==> src/rtl/axi2wbm_if.sv <==
// axi2wbm_if: bundles the AXI4 slave channels and the pipelined Wishbone
// master port of the axi2wbm bridge.
//   slave  : the bridge's view. It is the AXI slave and drives the Wishbone
//            request signals.
//   master : the environment's view. It is the AXI initiator and also plays
//            the Wishbone peripheral.
// Signal names keep their i_/o_ prefixes as seen from the bridge.
interface axi2wbm_if #(
    parameter int C_AXI_ID_WIDTH   = 1,
    parameter int C_AXI_ADDR_WIDTH = 28,
    parameter int C_AXI_DATA_WIDTH = 32
);
    localparam int AW = C_AXI_ADDR_WIDTH - 2;
    localparam int SW = C_AXI_DATA_WIDTH / 8;

    logic [C_AXI_ID_WIDTH-1:0]   i_axi_awid;
    logic [C_AXI_ADDR_WIDTH-1:0] i_axi_awaddr;
    logic [7:0]                  i_axi_awlen;
    logic [1:0]                  i_axi_awburst;
    logic                        i_axi_awvalid;
    logic                        o_axi_awready;
    logic [C_AXI_DATA_WIDTH-1:0] i_axi_wdata;
    logic [SW-1:0]               i_axi_wstrb;
    logic                        i_axi_wlast;
    logic                        i_axi_wvalid;
    logic                        o_axi_wready;
    logic [C_AXI_ID_WIDTH-1:0]   o_axi_bid;
    logic [1:0]                  o_axi_bresp;
    logic                        o_axi_bvalid;
    logic                        i_axi_bready;
    logic [C_AXI_ID_WIDTH-1:0]   i_axi_arid;
    logic [C_AXI_ADDR_WIDTH-1:0] i_axi_araddr;
    logic [7:0]                  i_axi_arlen;
    logic [1:0]                  i_axi_arburst;
    logic                        i_axi_arvalid;
    logic                        o_axi_arready;
    logic [C_AXI_ID_WIDTH-1:0]   o_axi_rid;
    logic [C_AXI_DATA_WIDTH-1:0] o_axi_rdata;
    logic [1:0]                  o_axi_rresp;
    logic                        o_axi_rlast;
    logic                        o_axi_rvalid;
    logic                        i_axi_rready;
    logic                        o_wb_cyc;
    logic                        o_wb_stb;
    logic                        o_wb_we;
    logic [AW-1:0]               o_wb_addr;
    logic [C_AXI_DATA_WIDTH-1:0] o_wb_data;
    logic [SW-1:0]               o_wb_sel;
    logic                        i_wb_stall;
    logic                        i_wb_ack;
    logic                        i_wb_err;
    logic [C_AXI_DATA_WIDTH-1:0] i_wb_data;

    modport slave (
        input  i_axi_awid, i_axi_awaddr, i_axi_awlen, i_axi_awburst, i_axi_awvalid,
        output o_axi_awready,
        input  i_axi_wdata, i_axi_wstrb, i_axi_wlast, i_axi_wvalid,
        output o_axi_wready,
        output o_axi_bid, o_axi_bresp, o_axi_bvalid,
        input  i_axi_bready,
        input  i_axi_arid, i_axi_araddr, i_axi_arlen, i_axi_arburst, i_axi_arvalid,
        output o_axi_arready,
        output o_axi_rid, o_axi_rdata, o_axi_rresp, o_axi_rlast, o_axi_rvalid,
        input  i_axi_rready,
        output o_wb_cyc, o_wb_stb, o_wb_we, o_wb_addr, o_wb_data, o_wb_sel,
        input  i_wb_stall, i_wb_ack, i_wb_err, i_wb_data
    );

    modport master (
        output i_axi_awid, i_axi_awaddr, i_axi_awlen, i_axi_awburst, i_axi_awvalid,
        input  o_axi_awready,
        output i_axi_wdata, i_axi_wstrb, i_axi_wlast, i_axi_wvalid,
        input  o_axi_wready,
        input  o_axi_bid, o_axi_bresp, o_axi_bvalid,
        output i_axi_bready,
        output i_axi_arid, i_axi_araddr, i_axi_arlen, i_axi_arburst, i_axi_arvalid,
        input  o_axi_arready,
        input  o_axi_rid, o_axi_rdata, o_axi_rresp, o_axi_rlast, o_axi_rvalid,
        output i_axi_rready,
        input  o_wb_cyc, o_wb_stb, o_wb_we, o_wb_addr, o_wb_data, o_wb_sel,
        output i_wb_stall, i_wb_ack, i_wb_err, i_wb_data
    );
endinterface

==> src/rtl/axi2wbm.sv <==
// axi2wbm: AXI4 slave to pipelined-Wishbone master bridge.
// Each AXI burst is issued as single-beat Wishbone transactions, with one
// request outstanding at a time. Reads and writes share the Wishbone port
// under round-robin arbitration.
// Ports:
//   i_clk      single clock
//   i_reset_n  asynchronous, active-low reset
//   bus        axi2wbm_if.slave (AW/W/B/AR/R channels + Wishbone master)
//
// state | meaning
// IDLE  | waiting for AW or AR; round-robin when both are valid
// WDATA | wready high, waiting for the next write beat
// WBUS  | Wishbone write in flight (stb until accepted, then wait ack/err)
// BRESP | bvalid high with the accumulated error status
// RBUS  | Wishbone read in flight
// RDATA | rvalid high with the captured read beat
module axi2wbm #(
    parameter int C_AXI_ID_WIDTH   = 1,
    parameter int C_AXI_ADDR_WIDTH = 28,
    parameter int C_AXI_DATA_WIDTH = 32
) (
    input logic      i_clk,
    input logic      i_reset_n,
    axi2wbm_if.slave bus
);
    localparam int AW = C_AXI_ADDR_WIDTH - 2;
    localparam int SW = C_AXI_DATA_WIDTH / 8;

    typedef enum logic [2:0] {IDLE, WDATA, WBUS, BRESP, RBUS, RDATA} state_t;

    state_t                      state_q, state_d;
    logic                        running_q, running_d;
    logic                        last_was_read_q, last_was_read_d;
    logic                        err_q, err_d;
    logic [C_AXI_ID_WIDTH-1:0]   id_q, id_d;
    logic [7:0]                  len_q, len_d;
    logic [7:0]                  beat_q, beat_d;
    logic [1:0]                  burst_q, burst_d;
    logic                        cyc_q, cyc_d;
    logic                        stb_q, stb_d;
    logic                        we_q, we_d;
    logic [AW-1:0]               addr_q, addr_d;
    logic [C_AXI_DATA_WIDTH-1:0] wdata_q, wdata_d;
    logic [SW-1:0]               sel_q, sel_d;
    logic [C_AXI_DATA_WIDTH-1:0] rdata_q, rdata_d;
    logic [1:0]                  rresp_q, rresp_d;
    logic                        rlast_q, rlast_d;
    logic                        wready_q, wready_d;
    logic                        bvalid_q, bvalid_d;
    logic                        rvalid_q, rvalid_d;

    logic awready_c, arready_c;
    logic aw_hs, ar_hs, w_hs, b_hs, r_hs, wb_done;

    // wlast and the byte offset bits play no part in the translation.
    logic unused_ok;
    assign unused_ok = ^{bus.i_axi_wlast, bus.i_axi_awaddr[1:0], bus.i_axi_araddr[1:0]};

    // running_q keeps both address readies low while reset is asserted.
    // When both AW and AR are valid, last_was_read_q selects the winner.
    assign awready_c = running_q && (state_q == IDLE) && (!bus.i_axi_arvalid || last_was_read_q);
    assign arready_c = running_q && (state_q == IDLE) && (!bus.i_axi_awvalid || !last_was_read_q);

    assign aw_hs   = awready_c && bus.i_axi_awvalid;
    assign ar_hs   = arready_c && bus.i_axi_arvalid;
    assign w_hs    = wready_q && bus.i_axi_wvalid;
    assign b_hs    = bvalid_q && bus.i_axi_bready;
    assign r_hs    = rvalid_q && bus.i_axi_rready;
    // An ack or err is accepted even while stb is still high.
    assign wb_done = ((state_q == WBUS) || (state_q == RBUS)) && (bus.i_wb_ack || bus.i_wb_err);

    always_comb begin
        state_d         = state_q;
        running_d       = 1'b1;
        last_was_read_d = last_was_read_q;
        err_d           = err_q;
        id_d            = id_q;
        len_d           = len_q;
        beat_d          = beat_q;
        burst_d         = burst_q;
        cyc_d           = cyc_q;
        stb_d           = stb_q;
        we_d            = we_q;
        addr_d          = addr_q;
        wdata_d         = wdata_q;
        sel_d           = sel_q;
        rdata_d         = rdata_q;
        rresp_d         = rresp_q;
        rlast_d         = rlast_q;

        case (state_q)
            IDLE: begin
                if (aw_hs) begin
                    id_d            = bus.i_axi_awid;
                    addr_d          = bus.i_axi_awaddr[C_AXI_ADDR_WIDTH-1:2];
                    len_d           = bus.i_axi_awlen;
                    burst_d         = bus.i_axi_awburst;
                    beat_d          = 8'd0;
                    err_d           = 1'b0;
                    we_d            = 1'b1;
                    last_was_read_d = 1'b0;
                    state_d         = WDATA;
                end else if (ar_hs) begin
                    id_d            = bus.i_axi_arid;
                    addr_d          = bus.i_axi_araddr[C_AXI_ADDR_WIDTH-1:2];
                    len_d           = bus.i_axi_arlen;
                    burst_d         = bus.i_axi_arburst;
                    beat_d          = 8'd0;
                    we_d            = 1'b0;
                    cyc_d           = 1'b1;
                    stb_d           = 1'b1;
                    last_was_read_d = 1'b1;
                    state_d         = RBUS;
                end
            end
            WDATA: begin
                if (w_hs) begin
                    wdata_d = bus.i_axi_wdata;
                    sel_d   = bus.i_axi_wstrb;
                    cyc_d   = 1'b1;
                    stb_d   = 1'b1;
                    state_d = WBUS;
                end
            end
            WBUS, RBUS: begin
                if (stb_q && !bus.i_wb_stall) begin
                    stb_d = 1'b0;
                end
                if (wb_done) begin
                    stb_d = 1'b0;
                    cyc_d = 1'b0;
                    // Advance to the next beat now; FIXED bursts keep the address.
                    if (beat_q != len_q) begin
                        beat_d = beat_q + 8'd1;
                        if (burst_q != 2'b00) begin
                            addr_d = addr_q + AW'(1);
                        end
                    end
                    if (state_q == WBUS) begin
                        if (bus.i_wb_err) begin
                            err_d = 1'b1;
                        end
                        state_d = (beat_q == len_q) ? BRESP : WDATA;
                    end else begin
                        rdata_d = bus.i_wb_data;
                        rresp_d = bus.i_wb_err ? 2'b10 : 2'b00;
                        rlast_d = (beat_q == len_q);
                        state_d = RDATA;
                    end
                end
            end
            BRESP: begin
                if (b_hs) begin
                    state_d = IDLE;
                end
            end
            RDATA: begin
                if (r_hs) begin
                    if (rlast_q) begin
                        rlast_d = 1'b0;
                        state_d = IDLE;
                    end else begin
                        cyc_d   = 1'b1;
                        stb_d   = 1'b1;
                        state_d = RBUS;
                    end
                end
            end
            default: state_d = IDLE;
        endcase

        wready_d = (state_d == WDATA);
        bvalid_d = (state_d == BRESP);
        rvalid_d = (state_d == RDATA);
    end

    always_ff @(posedge i_clk or negedge i_reset_n) begin
        if (!i_reset_n) begin
            state_q         <= IDLE;
            running_q       <= 1'b0;
            last_was_read_q <= 1'b1;
            err_q           <= 1'b0;
            id_q            <= '0;
            len_q           <= '0;
            beat_q          <= '0;
            burst_q         <= '0;
            cyc_q           <= 1'b0;
            stb_q           <= 1'b0;
            we_q            <= 1'b0;
            addr_q          <= '0;
            wdata_q         <= '0;
            sel_q           <= '0;
            rdata_q         <= '0;
            rresp_q         <= '0;
            rlast_q         <= 1'b0;
            wready_q        <= 1'b0;
            bvalid_q        <= 1'b0;
            rvalid_q        <= 1'b0;
        end else begin
            state_q         <= state_d;
            running_q       <= running_d;
            last_was_read_q <= last_was_read_d;
            err_q           <= err_d;
            id_q            <= id_d;
            len_q           <= len_d;
            beat_q          <= beat_d;
            burst_q         <= burst_d;
            cyc_q           <= cyc_d;
            stb_q           <= stb_d;
            we_q            <= we_d;
            addr_q          <= addr_d;
            wdata_q         <= wdata_d;
            sel_q           <= sel_d;
            rdata_q         <= rdata_d;
            rresp_q         <= rresp_d;
            rlast_q         <= rlast_d;
            wready_q        <= wready_d;
            bvalid_q        <= bvalid_d;
            rvalid_q        <= rvalid_d;
        end
    end

    assign bus.o_axi_awready = awready_c;
    assign bus.o_axi_arready = arready_c;
    assign bus.o_axi_wready  = wready_q;
    assign bus.o_axi_bvalid  = bvalid_q;
    assign bus.o_axi_bid     = id_q;
    assign bus.o_axi_bresp   = (bvalid_q && err_q) ? 2'b10 : 2'b00;
    assign bus.o_axi_rvalid  = rvalid_q;
    assign bus.o_axi_rid     = id_q;
    assign bus.o_axi_rdata   = rdata_q;
    assign bus.o_axi_rresp   = rresp_q;
    assign bus.o_axi_rlast   = rlast_q;
    assign bus.o_wb_cyc      = cyc_q;
    assign bus.o_wb_stb      = stb_q;
    assign bus.o_wb_we       = we_q;
    assign bus.o_wb_addr     = addr_q;
    assign bus.o_wb_data     = wdata_q;
    assign bus.o_wb_sel      = sel_q;
endmodule

==> src/flat_wrapper.sv <==
// flat-port wrapper written by rule: the top's interface ports become plain ports
module axi2wbm_flat 
#(
    parameter int C_AXI_ID_WIDTH   = 1,
    parameter int C_AXI_ADDR_WIDTH = 28,
    parameter int C_AXI_DATA_WIDTH = 32
)
  (i_clk, i_reset_n, bus_i_axi_awid, bus_i_axi_awaddr, bus_i_axi_awlen, bus_i_axi_awburst, bus_i_axi_awvalid, bus_o_axi_awready, bus_i_axi_wdata, bus_i_axi_wstrb, bus_i_axi_wlast, bus_i_axi_wvalid, bus_o_axi_wready, bus_o_axi_bid, bus_o_axi_bresp, bus_o_axi_bvalid, bus_i_axi_bready, bus_i_axi_arid, bus_i_axi_araddr, bus_i_axi_arlen, bus_i_axi_arburst, bus_i_axi_arvalid, bus_o_axi_arready, bus_o_axi_rid, bus_o_axi_rdata, bus_o_axi_rresp, bus_o_axi_rlast, bus_o_axi_rvalid, bus_i_axi_rready, bus_o_wb_cyc, bus_o_wb_stb, bus_o_wb_we, bus_o_wb_addr, bus_o_wb_data, bus_o_wb_sel, bus_i_wb_stall, bus_i_wb_ack, bus_i_wb_err, bus_i_wb_data);
  axi2wbm_if #(.C_AXI_ID_WIDTH(C_AXI_ID_WIDTH), .C_AXI_ADDR_WIDTH(C_AXI_ADDR_WIDTH), .C_AXI_DATA_WIDTH(C_AXI_DATA_WIDTH)) bus_i ();
  input logic i_clk;
  input logic i_reset_n;
  input wire logic [$bits(bus_i.i_axi_awid)-1:0] bus_i_axi_awid;
  input wire logic [$bits(bus_i.i_axi_awaddr)-1:0] bus_i_axi_awaddr;
  input wire logic [$bits(bus_i.i_axi_awlen)-1:0] bus_i_axi_awlen;
  input wire logic [$bits(bus_i.i_axi_awburst)-1:0] bus_i_axi_awburst;
  input wire logic [$bits(bus_i.i_axi_awvalid)-1:0] bus_i_axi_awvalid;
  output wire logic [$bits(bus_i.o_axi_awready)-1:0] bus_o_axi_awready;
  input wire logic [$bits(bus_i.i_axi_wdata)-1:0] bus_i_axi_wdata;
  input wire logic [$bits(bus_i.i_axi_wstrb)-1:0] bus_i_axi_wstrb;
  input wire logic [$bits(bus_i.i_axi_wlast)-1:0] bus_i_axi_wlast;
  input wire logic [$bits(bus_i.i_axi_wvalid)-1:0] bus_i_axi_wvalid;
  output wire logic [$bits(bus_i.o_axi_wready)-1:0] bus_o_axi_wready;
  output wire logic [$bits(bus_i.o_axi_bid)-1:0] bus_o_axi_bid;
  output wire logic [$bits(bus_i.o_axi_bresp)-1:0] bus_o_axi_bresp;
  output wire logic [$bits(bus_i.o_axi_bvalid)-1:0] bus_o_axi_bvalid;
  input wire logic [$bits(bus_i.i_axi_bready)-1:0] bus_i_axi_bready;
  input wire logic [$bits(bus_i.i_axi_arid)-1:0] bus_i_axi_arid;
  input wire logic [$bits(bus_i.i_axi_araddr)-1:0] bus_i_axi_araddr;
  input wire logic [$bits(bus_i.i_axi_arlen)-1:0] bus_i_axi_arlen;
  input wire logic [$bits(bus_i.i_axi_arburst)-1:0] bus_i_axi_arburst;
  input wire logic [$bits(bus_i.i_axi_arvalid)-1:0] bus_i_axi_arvalid;
  output wire logic [$bits(bus_i.o_axi_arready)-1:0] bus_o_axi_arready;
  output wire logic [$bits(bus_i.o_axi_rid)-1:0] bus_o_axi_rid;
  output wire logic [$bits(bus_i.o_axi_rdata)-1:0] bus_o_axi_rdata;
  output wire logic [$bits(bus_i.o_axi_rresp)-1:0] bus_o_axi_rresp;
  output wire logic [$bits(bus_i.o_axi_rlast)-1:0] bus_o_axi_rlast;
  output wire logic [$bits(bus_i.o_axi_rvalid)-1:0] bus_o_axi_rvalid;
  input wire logic [$bits(bus_i.i_axi_rready)-1:0] bus_i_axi_rready;
  output wire logic [$bits(bus_i.o_wb_cyc)-1:0] bus_o_wb_cyc;
  output wire logic [$bits(bus_i.o_wb_stb)-1:0] bus_o_wb_stb;
  output wire logic [$bits(bus_i.o_wb_we)-1:0] bus_o_wb_we;
  output wire logic [$bits(bus_i.o_wb_addr)-1:0] bus_o_wb_addr;
  output wire logic [$bits(bus_i.o_wb_data)-1:0] bus_o_wb_data;
  output wire logic [$bits(bus_i.o_wb_sel)-1:0] bus_o_wb_sel;
  input wire logic [$bits(bus_i.i_wb_stall)-1:0] bus_i_wb_stall;
  input wire logic [$bits(bus_i.i_wb_ack)-1:0] bus_i_wb_ack;
  input wire logic [$bits(bus_i.i_wb_err)-1:0] bus_i_wb_err;
  input wire logic [$bits(bus_i.i_wb_data)-1:0] bus_i_wb_data;
  assign bus_i.i_axi_awid = bus_i_axi_awid;
  assign bus_i.i_axi_awaddr = bus_i_axi_awaddr;
  assign bus_i.i_axi_awlen = bus_i_axi_awlen;
  assign bus_i.i_axi_awburst = bus_i_axi_awburst;
  assign bus_i.i_axi_awvalid = bus_i_axi_awvalid;
  assign bus_o_axi_awready = bus_i.o_axi_awready;
  assign bus_i.i_axi_wdata = bus_i_axi_wdata;
  assign bus_i.i_axi_wstrb = bus_i_axi_wstrb;
  assign bus_i.i_axi_wlast = bus_i_axi_wlast;
  assign bus_i.i_axi_wvalid = bus_i_axi_wvalid;
  assign bus_o_axi_wready = bus_i.o_axi_wready;
  assign bus_o_axi_bid = bus_i.o_axi_bid;
  assign bus_o_axi_bresp = bus_i.o_axi_bresp;
  assign bus_o_axi_bvalid = bus_i.o_axi_bvalid;
  assign bus_i.i_axi_bready = bus_i_axi_bready;
  assign bus_i.i_axi_arid = bus_i_axi_arid;
  assign bus_i.i_axi_araddr = bus_i_axi_araddr;
  assign bus_i.i_axi_arlen = bus_i_axi_arlen;
  assign bus_i.i_axi_arburst = bus_i_axi_arburst;
  assign bus_i.i_axi_arvalid = bus_i_axi_arvalid;
  assign bus_o_axi_arready = bus_i.o_axi_arready;
  assign bus_o_axi_rid = bus_i.o_axi_rid;
  assign bus_o_axi_rdata = bus_i.o_axi_rdata;
  assign bus_o_axi_rresp = bus_i.o_axi_rresp;
  assign bus_o_axi_rlast = bus_i.o_axi_rlast;
  assign bus_o_axi_rvalid = bus_i.o_axi_rvalid;
  assign bus_i.i_axi_rready = bus_i_axi_rready;
  assign bus_o_wb_cyc = bus_i.o_wb_cyc;
  assign bus_o_wb_stb = bus_i.o_wb_stb;
  assign bus_o_wb_we = bus_i.o_wb_we;
  assign bus_o_wb_addr = bus_i.o_wb_addr;
  assign bus_o_wb_data = bus_i.o_wb_data;
  assign bus_o_wb_sel = bus_i.o_wb_sel;
  assign bus_i.i_wb_stall = bus_i_wb_stall;
  assign bus_i.i_wb_ack = bus_i_wb_ack;
  assign bus_i.i_wb_err = bus_i_wb_err;
  assign bus_i.i_wb_data = bus_i_wb_data;
  axi2wbm #(.C_AXI_ID_WIDTH(C_AXI_ID_WIDTH), .C_AXI_ADDR_WIDTH(C_AXI_ADDR_WIDTH), .C_AXI_DATA_WIDTH(C_AXI_DATA_WIDTH)) u_core (.i_clk(i_clk), .i_reset_n(i_reset_n), .bus(bus_i));
endmodule
==> config.mk <==
export PLATFORM = sky130hd
export DESIGN_NAME = axi2wbm_flat
export DESIGN_NICKNAME = d
export VERILOG_FILES = /design/src/rtl/axi2wbm_if.sv /design/src/rtl/axi2wbm.sv /design/src/flat_wrapper.sv
export SDC_FILE = /design/constraint.sdc
export NUM_CORES = 1
export LEC_CHECK = 0
export CAP_MARGIN = 5
export CORE_AREA = 4 4 131 133
export DETAILED_ROUTE_END_ITERATION = 16
export DIE_AREA = 0 0 135 137
export PLACE_DENSITY = 0.82
export RECOVER_POWER = 100
export SYNTH_ARGS = -nofsm -noshare
export SYNTH_HDL_FRONTEND = slang
export SYNTH_SLANG_ARGS = --single-unit
==> constraint.sdc <==
create_clock -name i_clk -period 1.8 [get_ports i_clk]
set_input_delay 0.18 -clock i_clk [delete_from_list [all_inputs] [get_ports i_clk]]
set_output_delay 0.18 -clock i_clk [all_outputs]
set_load 0.005 [all_outputs]
## Word-level counts from Yosys, hierarchy flattened

Index checks and enable logic that the tools add are counted.

| operators by class | value |
|---|---|
| bitwise operators | 1 |
| add/sub/neg operators | 2 |
| eq/ne operators | 24 |
| reduce and logical (&&, ||, !) cells | 35 |
| muxes and demuxes | 51 |

Operators with widths:

| kind | number |
|---|---|
| $mux W26 | 5 |
| $pmux W26 S2 | 1 |
| $mux W8 | 6 |
| $add A26 B1 Y26 const B | 1 |
| $mux W3 | 8 |
| $mux W1 | 20 |
| $ne A2 B1 Y1 const B | 8 |
| $pmux W8 S2 | 1 |
| $pmux W3 S5 | 1 |
| $reduce_and A7 Y1 | 2 |
| $logic_and A1 B1 Y1 | 11 |
| $mux W2 | 5 |
| $reduce_and A5 Y1 | 2 |
| $eq A3 B2 Y1 const B | 3 |
| $eq A3 B3 Y1 const B | 3 |
| $add A8 B1 Y8 const B | 1 |
| $eq A8 B8 Y1 | 1 |
| $ne A2 B2 Y1 const B | 4 |
| $ne A8 B8 Y1 | 1 |
| $pmux W1 S4 | 2 |
| $reduce_and A4 Y1 | 2 |
| $reduce_bool A2 Y1 | 4 |
| $eq A3 B1 Y1 const B | 2 |
| $ne A3 B1 Y1 const B | 2 |
| 9 further kinds | 17 |

| word-level totals | value |
|---|---|
| output and inout bits | 109 |
| bits in registers | 128 |
| input bits | 157 |
| word-level logic and storage cells | 133 |

## Depth between registers and ports, before layout

| logic depth | value |
|---|---|
| word-level depth | 8 |
| gate-level depth with buffers | 9 |
| mapped depth without buffers | 7 |

## Worst setup path before layout

OpenSTA, ideal clock, no wires.

| path | value |
|---|---|
| kind | reg2reg |
| start | register u_core.state_q[2] |
| end | register u_core.wdata_q[0] (netlist: u_core.bus.o_wb_data[0]) |
| setup time | 125 ps |
| arrival time | 1,774 ps |
| required time | 1,675 ps |
| setup slack | -98 ps |
| cell stages (with the launch flop) | 6 |
| buffers on the path | 2 |
| path through | dfrtp_1 -> or2_1 -> buf_2 -> nor3_2 -> buf_4 -> mux2_2 |

| on the way | value |
|---|---|
| word-level cells in the longest chain between the ends | 2 |

RTL lines:

| item | RTL line | source |
|---|---|---|
| from (decl) | axi2wbm.sv:31 | `state_t state_q, state_d;` |
| from (signal assigned) | axi2wbm.sv:200 | `state_q <= state_d;` |
| $eq A3 B1 Y1 | axi2wbm.sv:91 | `case (state_q)` |
| $reduce_and A2 Y1 (no line) | n/a |  |
| to (signal assigned) | axi2wbm.sv:212 | `wdata_q <= wdata_d;` |
| to (decl) | axi2wbm.sv:43 | `logic [C_AXI_DATA_WIDTH-1:0] wdata_q, wdata_d;` |

Every way passes these cells.
A chain may end at the register's enable or synchronous reset.

## Worst setup path in the final report

| path | value |
|---|---|
| start | register u_core.state_q[1] |
| end | register u_core.addr_q[3] (netlist: u_core.bus.o_wb_addr[3]) |

| on the way | value |
|---|---|
| word-level cells in the longest chain between the ends | 6 |
| elaborated cells between the ends (all ways) | 19 |

RTL lines:

| item | RTL line | source |
|---|---|---|
| $logic_not A3 Y1 | axi2wbm.sv:61, axi2wbm.sv:62, axi2wbm.sv:91 |  |
| $logic_and A1 B1 Y1 | axi2wbm.sv:61, axi2wbm.sv:62 |  |
| $logic_and A1 B1 Y1 (on tied branches) | axi2wbm.sv:62, axi2wbm.sv:61 |  |
| $logic_and A1 B1 Y1 (on tied branches) | axi2wbm.sv:65, axi2wbm.sv:64 |  |
| $ne A3 B1 Y1 (no line) or $mux W26 (tied branches) | n/a |  |
| $reduce_and A5 Y1 (no line) or $pmux W26 S2 (tied branches) | n/a |  |
| to (signal assigned) | axi2wbm.sv:211 | `addr_q <= addr_d;` |
| to (decl) | axi2wbm.sv:42 | `logic [AW-1:0] addr_q, addr_d;` |

Several ways; a longest one is shown, not always the timed one.

==> flow_metrics.tcl <==
set metrics [dict create \
    status "complete, but fails checks" \
    violations "negative setup slack" \
    synth-xor-area-share_pct 1.146 \
    n_fill_cell 963 \
    grt_pass1_wl_um 34420 \
    ioPinCount 266 \
    drv_cap 0 \
    clock_sinks 127 \
    crit_family "buffers and inverters" \
    seqCellArea_um2 3181 \
    remaining_drc_errors 0 \
    place_ws_ns -0.2562 \
    dieHeight_um 137 \
    hold_class "input pin to asynchronous set/reset pin" \
    coreArea_um2 15830 \
    cp.buffers_inverters 5 \
    antenna_found_initial 0 \
    grt_max_degree 38 \
    drt-initial-drc-count 615 \
    synth-seq-cells 127 \
    cp-end-kind "register" \
    yosysSeqAreaShare_pct 52.01 \
    cts-htree-levels 4 \
    synth_fa_ha_area_share_pct 0.4093 \
    rows 46 \
    start_kind "register" \
    setup_tns_ns -13.39 \
    synth_edf_count 0 \
    cts-root-buf "clkbuf_16" \
    place.gp.congestion 0.8491 \
    hold_violations 0 \
    max_slew_margin_pct 49.19 \
    synthSimpleGateAreaFrac_pct 16.19 \
    insertion_delay_ns 0.42 \
    synth_area_leaders "dfrtp_1 (52%), mux2_2 (13%), nand2_1 (6.0%), a21oi_1 (4.7%), nand3_1 (2.9%)" \
    synth_cells 606 \
    clkTransAtPathRegs_ns 0.07 \
    syn-cell-area_um2 6113 \
    cpPeakStageDelay_ns 0.43 \
    area_delta_synth_final_pct 88.15 \
    max_freq_mhz 493.0 \
    maxSlewViolCount 0 \
    finalPower_w 0.01987 \
    vdd_ir_drop_max_mv 1.156 \
    final_cells 1204 \
    fp.dieW_um 135 \
    post_synth.cell_area_avg_um2 10.09 \
    numCtsBuffers 17 \
    num_antenna_cells 0 \
    cp.arrival_ns 2.32 \
    nets 1134 \
    layout-drive-gt1-share_pct 33.20 \
    worstMarginPinSlew_ns 0.7621 \
    slowest_stage "dfrtp_1" \
    cp_data_required_time_ns 2.09 \
    ys_warn_count 0 \
    crit_fanout 7 \
    drt-pass1-iter-count 5 \
    drtAntennaViolNets 0 \
    setup_ws_ns -0.2283 \
    setup_violations 114 \
    synth_cell_types 50 \
    grt_pass1_vias 6578 \
    worstSetupPathType "register to register" \
    p_leak_nw 4.817 \
    num_vias 6622 \
    pwr_density_cell_nw_per_um2 1727 \
    overflow 0 \
    synth-async-reset-ratio_pct 100.0 \
    muxShareOfSynthArea_pct 13.02 \
    yosysTopAreaCell "dfrtp_1" \
    dp.final_hpwl_um 15480 \
    track_usage_pct 23.69 \
    tritoncts "done" \
    fin_crit_sh_pct 112.7 \
    crit_chain "buf_6 > nand2b_4 > a21oi_4 > o21ai_4 > buf_6 > a221oi_4 > buf_12 > buf_12 > buf_16 > a21oi_2" \
    whs_ns 0.3339 \
    synth_top_family_by_area "simple AND/OR/NAND/NOR gates" \
    synth_top_area_share_pct 51.58 \
    via_per_inst 5.500 \
    cts_buffer_depth 2 \
    multi_input_area_um2 3342 \
    final.min_clock_period_ns 2.028 \
    rsz0062_at_grt "true" \
    portBuffers 258 \
    synth-compound-area-share_pct 13.39 \
    wl_per_cell_um 22.17 \
    initial_utilization_pct 38.62 \
    die_area_um2 18500 \
    synth_ff_type "dfrtp_1" \
    skew_ns 0.01594 \
    finalWirelength_um 26700 \
    dpl.cell_count 1122 \
]
[routing by layer]
layer  share of wire, %  vias up  track usage [%]
met1                 37     3250            24.98
li1                   -     2896                -
met3                9.7       72            10.85
met2                 50      404            43.08
met5                  0        -                0
met4                3.2        0            5.935
[area by class of cell]
| class | count | share of cell area [%] |
|---|---|---|
| multi-input cells | 435 | 29.05 |
| repair buffers | 385 | 35.51 |
| clock inverters | 15 | 1.414 |
| well taps | 216 | 2.350 |
| inverters | 9 | 0.3263 |
| clock buffers | 17 | 3.698 |
| flip-flops and latches | 127 | 27.65 |
[flip-flops by register name, summed over array words and instances, names as in the netlist, 2 cells and up]
register and flops:
u_core.burst_q 2, u_core.len_q 8, u_core.bus.o_wb_data 32, u_core.bus.o_axi_rdata 32
u_core.bus.o_wb_addr 26, u_core.bus.o_wb_sel 4, u_core.state_q 3, u_core.beat_q 8
[report_power, final]
group	internal, W	leakage (nW)	switching, W	total (W)
Combinational	0.00639	3.00	0.00476	0.0111
Clock	0.00198	0.291	0.00150	0.00348
Sequential	0.00421	1.52	0.00103	0.00524
[through the flow]
step	area, um^2	util [%]
final	11500	72.67
after global routing	11500	72.67
after CTS	10630	67.16
after detailed placement	9563	60.42
after global placement	9563	60.42
after floorplan	6143	-
[cell families (layout without fill, tap and decap cells)]
logic type                 count (synthesis)  count (layout)
adders and majority gates                  2               2
buffers and inverters                     46             426
muxes                                     71              71
and+or+nand+nor                          213             214
other                                      2               3
AOI/OAI and AO/OA                        137             137
DFF                                      127             127
xor gates and xnor gates                   8               8
[worst paths after layout]
path                                           from                          to  slack (ns)  cells past startpoint
setup reg to reg                  u_core.state_q[1]     u_core.bus.o_wb_addr[3]       -0.23                     10
min in group i_clk                bus_i_wb_data[16]  u_core.bus.o_axi_rdata[16]        0.37                      2
setup / recovery                  u_core.state_q[1]     u_core.bus.o_wb_addr[3]       -0.23                     10
hold reg to reg            u_core.bus.o_wb_data[26]    u_core.bus.o_wb_data[26]        0.50                      1
max in group asynchronous                 i_reset_n           u_core.state_q[2]        0.26                      3
hold / removal                            i_reset_n    u_core.bus.o_wb_data[16]        0.33                      2
[Yosys cell counts, types with 2 or more instances]
master / instances
a21o_1: 3
a21oi_1: 57
a21oi_2: 2
a22oi_1: 9
a31oi_1: 3
a32oi_1: 2
and2_1: 4
and3_1: 3
and4_1: 2
buf_2: 17
buf_4: 9
clkbuf_1: 11
conb_1: 2
dfrtp_1: 126
ha_1: 2
inv_1: 9
mux2_2: 68
mux2i_1: 3
nand2_1: 97
nand2b_1: 3
nand3_1: 36
nand4_1: 14
nor2_1: 28
nor2b_1: 2
nor3_1: 5
nor4_1: 3
o21a_1: 2
o21ai_0: 32
o21ai_1: 4
o22a_1: 5
o22ai_1: 2
o31ai_1: 8
or2_0: 2
or2_1: 2
or3_1: 5
or4_1: 3
xnor2_1: 8
[cells in the final DEF (no fill, tap or decap), drive strengths merged, types with 3 or more instances in the layout]
cell / n
a21o: 3
clkbuf: 33
or4: 3
dfrtp: 126
nand2: 97
or2: 5
a22oi: 9
nor2: 30
o31ai: 8
clkdlybuf4s50: 252
inv: 19
buf: 113
nand4: 14
or3: 5
nand2b: 3
and2: 4
nand3: 36
and3: 3
a21oi: 59
a31oi: 3
mux2: 68
mux2i: 3
nor3: 6
o22a: 5
dlygate4sd3: 4
conb: 3
o21ai: 37
nor4: 3
xnor2: 8
[timing repair]
action / in CTS / in global routing
gates cloned: 4 / 16
hold endpoints to repair: 22 / 0
setup buffers: 16 / 17
setup endpoints to repair: 80 / 120
pin swaps: 20 / 48
gates resized for setup: 63 / 137
hold buffers: 1 / 0
No activity file was read; power rests on OpenSTA's default activity.
